## src/rtl/lsu_pkg.sv

```systemverilog
// Shared definitions for the load/store unit controller.
//   - RV32 funct3 width codes for loads and stores
//   - FSM state enum for lsu_ctrl (exported on its fsm_state port)
package lsu_pkg;

  localparam logic [2:0] F3_B  = 3'b000;
  localparam logic [2:0] F3_H  = 3'b001;
  localparam logic [2:0] F3_W  = 3'b010;
  localparam logic [2:0] F3_BU = 3'b100;
  localparam logic [2:0] F3_HU = 3'b101;

  typedef enum logic [1:0] {
    IDLE   = 2'd0,
    ACCESS = 2'd1,
    WAIT   = 2'd2,
    RESP   = 2'd3
  } lsu_state_e;

  // Stores only know B/H/W; loads additionally know the unsigned variants.
  function automatic logic funct3_legal(input logic we, input logic [2:0] f3);
    if (we) return (f3 == F3_B) || (f3 == F3_H) || (f3 == F3_W);
    return (f3 == F3_B) || (f3 == F3_H) || (f3 == F3_W) ||
           (f3 == F3_BU) || (f3 == F3_HU);
  endfunction

endpackage

```

## src/rtl/lsu_load_ext.sv

```systemverilog
// Load result extension.
// Turns the zero-extended low bytes returned by data memory into the
// architectural load value selected by funct3.
// Ports:
//   funct3 - load width/sign code (B, H, W, BU, HU)
//   rdata  - raw memory read data
//   data   - sign/zero-extended load result (0 for unknown codes)
module lsu_load_ext
  import lsu_pkg::*;
(
  input  logic [2:0]  funct3,
  input  logic [31:0] rdata,
  output logic [31:0] data
);

  always_comb begin
    data = '0;
    case (funct3)
      F3_B:    data = {{24{rdata[7]}}, rdata[7:0]};
      F3_H:    data = {{16{rdata[15]}}, rdata[15:0]};
      F3_W:    data = rdata;
      F3_BU:   data = {24'b0, rdata[7:0]};
      F3_HU:   data = {16'b0, rdata[15:0]};
      default: data = '0;
    endcase
  end

endmodule

```

## src/rtl/lsu_ctrl.sv

```systemverilog
// Load/store unit controller between the core and data memory.
// Accepts one request at a time, checks it, performs a single memory
// access and returns an extended load result or an error flag.
//
// Configuration macro: LSU_ALIGN_CHECK_EN
//   defined   - misaligned half/word accesses are rejected with resp_err
//   undefined - misaligned accesses are allowed; the low address bits sent
//               to memory are cleared to the natural alignment
//
// Ports:
//   clk, rst_n            - clock, asynchronous active-low reset
//   req_valid/req_ready   - request handshake (req_ready only in IDLE)
//   req_we, req_funct3    - store flag and RV32 width code
//   req_addr, req_wdata   - byte address and low-aligned store data
//   resp_valid/resp_ready - response handshake
//   resp_data, resp_err   - extended load value (0 for stores/errors), error
//   mem_ren, mem_wen      - one-cycle memory read/write strobes
//   mem_funct3, mem_addr  - access width code and byte address
//   mem_wdata, mem_rdata  - store data out, read data in (cycle after mem_ren)
//   fsm_state             - current controller state, for observation
//
// Handshakes: a transfer happens on a rising edge where valid && ready are
// both high. A request is captured on that edge, so request inputs may change
// afterwards. A response holds resp_data/resp_err stable until its transfer.
module lsu_ctrl
  import lsu_pkg::*;
#(
  parameter int ADDR_WIDTH = 8
) (
  input  logic                  clk,
  input  logic                  rst_n,
  input  logic                  req_valid,
  output logic                  req_ready,
  input  logic                  req_we,
  input  logic [2:0]            req_funct3,
  input  logic [31:0]           req_addr,
  input  logic [31:0]           req_wdata,
  output logic                  resp_valid,
  input  logic                  resp_ready,
  output logic [31:0]           resp_data,
  output logic                  resp_err,
  output logic                  mem_ren,
  output logic                  mem_wen,
  output logic [2:0]            mem_funct3,
  output logic [ADDR_WIDTH-1:0] mem_addr,
  output logic [31:0]           mem_wdata,
  input  logic [31:0]           mem_rdata,
  output lsu_state_e            fsm_state
);

  lsu_state_e            state, state_next;
  logic                  we_q;
  logic [2:0]            f3_q;
  logic [ADDR_WIDTH-1:0] addr_q;
  logic [31:0]           wdata_q;
  logic [31:0]           data_q;
  logic                  err_q;
  logic                  accept;
  logic                  req_illegal;
  logic                  align_bad;
  logic [31:0]           ext_data;
  logic [ADDR_WIDTH-1:0] addr_aligned;

  assign accept = req_valid && (state == IDLE);

  // Request legality, evaluated on the live request inputs in IDLE.
  always_comb begin
`ifdef LSU_ALIGN_CHECK_EN
    align_bad = ((req_funct3[1:0] == 2'b01) && req_addr[0]) ||
                ((req_funct3[1:0] == 2'b10) && (req_addr[1:0] != 2'b00));
`else
    align_bad = 1'b0;
`endif
    req_illegal = !funct3_legal(req_we, req_funct3) ||
                  (|(req_addr >> ADDR_WIDTH)) ||
                  align_bad;
  end

  // Address presented to memory. With alignment checking on, misaligned
  // requests never reach ACCESS, so the captured address is used as is.
  always_comb begin
    addr_aligned = addr_q;
`ifndef LSU_ALIGN_CHECK_EN
    if (f3_q[1:0] == 2'b01) addr_aligned[0] = 1'b0;
    else if (f3_q[1:0] == 2'b10) addr_aligned[1:0] = 2'b00;
`endif
  end

  lsu_load_ext u_load_ext (
    .funct3 (f3_q),
    .rdata  (mem_rdata),
    .data   (ext_data)
  );

  // FSM: state register
  always_ff @(posedge clk or negedge rst_n) begin
    if (!rst_n) state <= IDLE;
    else        state <= state_next;
  end

  // FSM: next state
  always_comb begin
    state_next = state;
    case (state)
      IDLE:    if (accept) state_next = req_illegal ? RESP : ACCESS;
      ACCESS:  state_next = we_q ? RESP : WAIT;
      WAIT:    state_next = RESP;
      RESP:    if (resp_ready) state_next = IDLE;
      default: state_next = IDLE;
    endcase
  end

  // FSM: outputs. Memory-side outputs are zero outside ACCESS, so a reset
  // mid-access removes the strobe immediately.
  always_comb begin
    req_ready  = (state == IDLE);
    mem_ren    = (state == ACCESS) && !we_q;
    mem_wen    = (state == ACCESS) && we_q;
    mem_funct3 = (state == ACCESS) ? {1'b0, f3_q[1:0]} : 3'b000;
    mem_addr   = (state == ACCESS) ? addr_aligned : '0;
    mem_wdata  = ((state == ACCESS) && we_q) ? wdata_q : 32'b0;
    resp_valid = (state == RESP);
    resp_data  = (state == RESP) ? data_q : 32'b0;
    resp_err   = (state == RESP) && err_q;
    fsm_state  = state;
  end

  // Captured request and response payload. data_q is cleared at acceptance
  // so stores and rejected requests answer with zero data.
  always_ff @(posedge clk or negedge rst_n) begin
    if (!rst_n) begin
      we_q    <= 1'b0;
      f3_q    <= 3'b000;
      addr_q  <= '0;
      wdata_q <= 32'b0;
      data_q  <= 32'b0;
      err_q   <= 1'b0;
    end else if (accept) begin
      we_q    <= req_we;
      f3_q    <= req_funct3;
      addr_q  <= req_addr[ADDR_WIDTH-1:0];
      wdata_q <= req_wdata;
      data_q  <= 32'b0;
      err_q   <= req_illegal;
    end else if (state == WAIT) begin
      data_q  <= ext_data;
    end
  end

endmodule

```

## config.mk

```make
export PLATFORM = sky130hd
export DESIGN_NAME = lsu_ctrl
export DESIGN_NICKNAME = d
export VERILOG_FILES = /design/src/rtl/lsu_pkg.sv /design/src/rtl/lsu_load_ext.sv /design/src/rtl/lsu_ctrl.sv
export SDC_FILE = /design/constraint.sdc
export NUM_CORES = 1
export LEC_CHECK = 0
export CAP_MARGIN = 0
export CORE_MARGIN = 1
export CORE_UTILIZATION = 41
export DETAILED_ROUTE_END_ITERATION = 10
export PLACE_DENSITY = 0.92
export SLEW_MARGIN = 20
export SYNTH_ARGS = -nofsm -noshare
export SYNTH_HDL_FRONTEND = slang
export SYNTH_SLANG_ARGS = --single-unit
```

## constraint.sdc

```tcl
create_clock -name clk -period 2.01 [get_ports clk]
set_input_delay 0.3015 -clock clk [delete_from_list [all_inputs] [get_ports clk]]
set_output_delay 0.3015 -clock clk [all_outputs]
set_load 0.05 [all_outputs]
```

==> results.cfg, run 1 <==
[outcome]
status = finished, violations left
violations = design-rule violations

[floorplan]
dieHeight_um = 98.3
io_pins = 186
die_area_um2 = 9650
core_area_um2 = 8850
die_x_um = 98.3
start_util_pct = 42.9
row_count = 34

[finish]
finish.utilization_pct = 78.1
area_growth_pct = 81.9
finalNetCount = 641
drive_gt1_share_pct = 33.1
instances_no_fill = 646
antenna_cells = 0
fillCellCount = 555

[timing]
finalSetupViolations = 0
slew_viol_final = 0
worst_clock_skew_ns = 0.0104
max_freq_mhz = 505
fin_ws_ns = 0.0293
fin_crit_sh_pct = 98.5
worst_slew_margin_rel_pct = 61.7
final_hold_viol_count = 0
timing.final.crit_period_ns = 1.98
rsz0062_at_grt = true
fin_setup_tns_ns = 0
tightest_slew_ns = 0.575

[pwr]
cellLeakagePower_nw = 2.98
peakVddDrop_uv = 738
powerDensity_nw_per_um2 = 1440

[global_route]
track_usage_pct = 23.9
grt_pass1_wl_um = 18000
grt_pass1_vias = 3561
antenna_found_initial = 0
overflow = 0
grt_max_degree = 44

[critical_path]
cp_data_arrival_time_ns = 1.68
worstPathCellList = inv_1 -> ha_2 -> buf_8 -> and3_1 -> buf_12
crit_fanout = 29
endpoint_kind = primary output
cp_slowest_cell = dfrtp_2
path_class = register to primary output
cp.required_ns = 1.71
reg2regPathDepth = 6
r2r-start = fsm_state[0]$_DFFE_PN0P_
regToRegSetupSlack_ns = 0.28
critPathMaxStageDelay_ns = 0.46
reg2reg_to = err_q$_DFFE_PN0P_
crit_path_start_kind = register

[cts]
numCtsBuffers = 9
clkTransAtPathRegs_ns = 0.09
cts_tree = built
clockRootBuffer = clkbuf_8
htree_levels = 3
clock_sinks = 79
clockBufferDepth = 2
insertion_delay_ns = 0.34

[drt]
drt_iter0_drc = 101
drc_errors = 15
antenna_left = 0
wl_per_cell_um = 17.0
finalWirelength_um = 11000
vias = 3421
drt_pre_antenna_iters = 7
via_per_inst = 5.30

[place]
dp_slack_ns = 0.197
place_inst = 628
gp_congestion = 0.784
port-buffer-count = 184
place_hpwl_um = 8370

[synth]
ys_ff_latch = 79
synth_fp_nets = 458
ys_top_cells_by_area = dfrtp_1 52%, mux2_2 13%, and2_1 6.8%
synth_top_area_share_pct = 52.0
synthCells = 350
syn_avg_cell_area_um2 = 10.9
yosysWarningCount = 0
yosys.area.top_type = dfrtp_1
ys_seq_area_share_pct = 52.0
syn_area_um2 = 3800
synth_cell_types = 35

[run]
drv_cap = 0

[min_path]
hold_class = input pin to asynchronous set/reset pin
flip-flops by register name (all words and copies together), names as in the netlist:
register	count
addr_q	8
fsm_state	2
we_q	1
wdata_q	32
err_q	1
data_q	32
f3_q	3
worst max-delay path: cells and delay by family, from the launching register on:
| family | cells | cell delay [ns] |
|---|---|---|
| adder cells (fa/ha/maj) | 1 | 0.21 |
| buffers and inverters | 3 | 0.44 |
| flip-flops | 1 | 0.46 |
| AND/OR/NAND/NOR | 1 | 0.24 |
per-layer routing:
metal,vias to the layer above,GRT usage [%],wire [µm]
met5,-,0,0
met4,0,8.27,187
met3,14,6.51,781
met2,153,42.1,5680
met1,1671,28.1,4320
li1,1583,-,-
how the worst max path moves through the flow:
stage | from | to | cells after the start
after floorplan | fsm_state[1]$_DFFE_PN0P_ | resp_data[10] | 3
after global placement | req_addr[20] | err_q$_DFFE_PN0P_ | 5
after detailed placement | req_addr[20] | err_q$_DFFE_PN0P_ | 5
after CTS | fsm_state[1]$_DFFE_PN0P_ | mem_addr[0] | 6
after global routing | fsm_state[1]$_DFFE_PN0P_ | mem_wdata[2] | 5
final | fsm_state[1]$_DFFE_PN0P_ | mem_wdata[2] | 5
cell type report:
class                   count  area, µm²  area share [%]
clock buffers              10        128            1.85
well taps                 108        135            1.96
flip-flops and latches     79       1980            28.6
clock inverters             6        109            1.57
inverters                   5       18.8           0.272
repair buffers            197       2790            40.4
multi-input cells         241       1750            25.3
stage by stage:
stage / hold slack (ns) / area, µm² / power (mW)
finish: 0.481 / 6910 / 9.92
global route: 0.517 / 6910 / 10.4
CTS: 0.489 / 6830 / 9.87
detailed placement: 0.330 / 6570 / 8.41
global placement: 0.324 / 6570 / 8.19
floorplan: 0.00591 / 3810 / 5.83
Yosys cell counts:
master / n
a2111oi_0: 1
clkbuf_1: 13
ha_1: 4
inv_1: 5
nor4_1: 7
nor2_1: 1
a22oi_1: 1
mux2_2: 44
and2_1: 41
mux2i_1: 1
nand2_1: 28
nand4_1: 1
nor3_2: 1
dfrtp_1: 79
clkbuf_8: 1
nor2b_1: 1
and2_2: 1
buf_4: 1
a21oi_1: 28
o21ai_0: 11
a22o_1: 8
nor3b_4: 1
nand2b_1: 1
nor3_1: 1
a21o_4: 1
o21ai_2: 1
o21ai_1: 17
buf_2: 6
or2b_2: 1
and3_1: 34
buf_6: 2
conb_1: 1
nand3_1: 3
clkbuf_2: 2
nor4b_2: 1
logic make-up (layout without fill, tap and decap cells):
family | after synthesis | count (layout) | synth area share [%]
fa+ha+maj | 4 | 4 | 1.32
other cells | 1 | 1 | 0.0987
buf+inv | 30 | 218 | 3.99
flops | 79 | 79 | 52.0
simple gates | 123 | 123 | 19.0
mux | 45 | 45 | 13.3
compound gates | 68 | 68 | 10.3
layout by cell type (no fill, tap or decap), types with 11 or more instances in the layout:
cell	Yosys	final
clkdlybuf4s50_1	0	104
buf_12	0	83
dfrtp_1	79	77
mux2_2	44	44
and2_1	41	39
nand2_1	28	27
a21oi_1	28	26
and3_1	34	25
o21ai_1	17	17
o21ai_0	11	11
power by group:
part           internal [mW]  switching (mW)
sequential              2.25           0.431
clock                  0.824           0.577
combinational           2.78            3.06
what timing repair did:
item	in CTS	in global routing
hold endpoints to repair	42	0
setup endpoints to repair	58	42
hold buffers	1	0
buffers inserted	0	1
resized for setup	2	14
No activity file was read; power rests on OpenSTA's default activity.
==> inputs of run 2 (changes only) <==
--- a/config.mk
+++ b/config.mk
@@ -6,10 +6,12 @@
 export NUM_CORES = 1
 export LEC_CHECK = 0
 export CAP_MARGIN = 0
+export CELL_PAD_IN_SITES_DETAIL_PLACEMENT = 1
+export CELL_PAD_IN_SITES_GLOBAL_PLACEMENT = 1
 export CORE_MARGIN = 1
-export CORE_UTILIZATION = 41
+export CORE_UTILIZATION = 30
 export DETAILED_ROUTE_END_ITERATION = 10
-export PLACE_DENSITY = 0.92
+export PLACE_DENSITY = 0.9
 export SLEW_MARGIN = 20
 export SYNTH_ARGS = -nofsm -noshare
 export SYNTH_HDL_FRONTEND = slang
==> run 2 against run 1 <==
Effect of this change: the flow now finishes without violations; combinational power up 2%; global-route usage down 3.1 points; non-clock buffer count unchanged; clock-buffer cell count up 2; critical endpoint is now fsm_state[1]; highest routed layer unchanged.
==> results.cfg, run 2 (synthesis results as in run 1) <==
[outcome]
status = finished, final reports clean

[timing]
fin_setup_tns_ns = 0
fin_ws_ns = 0.0825
worst_slew_margin_rel_pct = 60.1
timing.final.crit_period_ns = 1.93
slew_viol_final = 0
final_hold_viol_count = 0
worst_clock_skew_ns = 0.00450
timing.hold.ws_ns = 0.382
finalSetupViolations = 0
max_freq_mhz = 519
fin_crit_sh_pct = 95.9
tightest_slew_ns = 0.592
rsz0062_at_grt = false

[cts]
htree_levels = 3
clkTransAtPathRegs_ns = 0.06
cts_tree = built
clockBufferDepth = 2
cts_setup_buffers = 0
clockRootBuffer = clkbuf_16
numCtsBuffers = 9
insertion_delay_ns = 0.32
clock_sinks = 79

[min_path]
hold_class = input pin to asynchronous set/reset pin

[pwr]
seqPwrFrac_pct = 26.1
internal_power_mw = 6.01
powerDensity_nw_per_um2 = 1450
switching_share_pct = 41.1
finalPower_mw = 10.2
clockPowerShare_pct = 15.6
p_sw_mw = 4.20
pwr-share-comb_pct = 58.3
peakVddDrop_uv = 562
cellLeakagePower_nw = 3.02

[finish]
area_growth_pct = 84.8
top_regs = data_q: 32 flops, wdata_q: 32 flops, addr_q: 8 flops
antenna_cells = 0
final_common_cell = clkdlybuf4s50_1
finalNetCount = 641
instances_no_fill = 706
fillCellCount = 1253
drive_gt1_share_pct = 31.4
final_cell_mix = 104 x clkdlybuf4s50_1, 83 x buf_12, 77 x dfrtp_1

[floorplan]
core_area_um2 = 12200
dieHeight_um = 115
row_count = 40
die_area_um2 = 13100
start_util_pct = 31.2
die_x_um = 115
io_pins = 186

[global_route]
met3_usage_pct = 5.40
grt.met1_usage_pct = 23.2
track_usage_pct = 20.8
grt_pass1_wl_um = 20800
grtUsageMet2_pct = 39.0
grt_pass1_vias = 3952
top_usage_layer = met2
antenna_found_initial = 0
grt_max_degree = 45
overflow = 0

[critical_path]
cp.depth = 1
crit_fanout = 6
r2r-start = fsm_state[1]$_DFFE_PN0P_
crit_family = buffers and inverters
crit_start = fsm_state[1]$_DFFE_PN0P_
cp.required_ns = 1.71
crit_path_start_kind = register
regToRegSetupSlack_ns = 0.26
reg2regPathDepth = 6
worstPathCellList = clkdlybuf4s50_1
path_class = register to primary output
cp_data_arrival_time_ns = 1.63
cp_slowest_cell = clkdlybuf4s50_1
crit_path_end = fsm_state[1]
cp_num_buf_inv = 1
endpoint_kind = primary output
critPathMaxStageDelay_ns = 0.87
reg2reg_to = fsm_state[0]$_DFFE_PN0P_

[drt]
antenna_left = 0
via_per_inst = 4.84
drt_pre_antenna_iters = 4
vias = 3418
drt_iter0_drc = 124
finalWirelength_um = 13200
wl_per_cell_um = 18.6
drc_errors = 0

[place]
place_inst = 688
gp_congestion = 0.762
dp_slack_ns = 0.0362
port-buffer-count = 184
place_hpwl_um = 9990

[run]
drv_cap = 0
[run 2: worst min path at each step]
stage / startpoint / endpoint / slack, ns / cells past startpoint
2_1_floorplan: rst_n / addr_q[0]$_DFFE_PN0P_ / 0.006 / 0
3_3_place_gp: rst_n / data_q[14]$_DFFE_PN0P_ / 0.16 / 1
6_report: rst_n / data_q[13]$_DFFE_PN0P_ / 0.38 / 2
5_1_grt: rst_n / data_q[13]$_DFFE_PN0P_ / 0.41 / 2
4_1_cts: rst_n / data_q[13]$_DFFE_PN0P_ / 0.37 / 2
3_5_place_dp: rst_n / data_q[13]$_DFFE_PN0P_ / 0.16 / 1
[run 2: final cells by class]
cell class / instances / area, µm² / area share (%)
tap: 168 / 210 / 2.99
clock inverter: 4 / 45.0 / 0.641
clock buffer: 12 / 246 / 3.51
sequential: 79 / 1980 / 28.2
inverter: 5 / 18.8 / 0.267
timing repair buffer: 197 / 2800 / 39.8
multi-input combinational: 241 / 1720 / 24.6
[run 2: per-stage QoR]
| step | util [%] | instance area [µm²] |
|---|---|---|
| finish | 57.7 | 7020 |
| global route | 57.7 | 7020 |
| CTS | 57.4 | 6980 |
| detailed placement | 54.8 | 6660 |
| global placement | 54.8 | 6660 |
| floorplan | - | 3810 |
[run 2: power by group through the flow]
| stage | Clock [mW] | Sequential [mW] | Combinational (mW) |
|---|---|---|---|
| floorplan | 0 | 2.59 | 3.24 |
| global placement | 0 | 2.60 | 5.69 |
| detailed placement | 0 | 2.67 | 5.89 |
| CTS | 1.66 | 2.66 | 5.93 |
| global route | 1.71 | 2.75 | 6.31 |
| finish | 1.59 | 2.66 | 5.95 |
[run 2: layer usage]
layer / vias up / wire [µm]
met5: - / 0
met1: 1698 / 4910
li1: 1577 / -
met3: 11 / 897
met4: 0 / 156
met2: 132 / 7190
[run 2: repair_timing]
action / CTS / global route
resized for setup: 5 / 2
hold endpoints to repair: 12 / 0
gates cloned: 0 / 1
hold buffers: 1 / 0
setup endpoints to repair: 37 / 29
[run 2: worst reg2reg max path, stage by stage, from the launching register on]
cell and delay, ns:
dfrtp_2 0.43, inv_2 0.08, ha_4 0.18, clkbuf_16 0.18, and2_1 0.19, a2111oi_0 0.46
a21oi_1 0.08
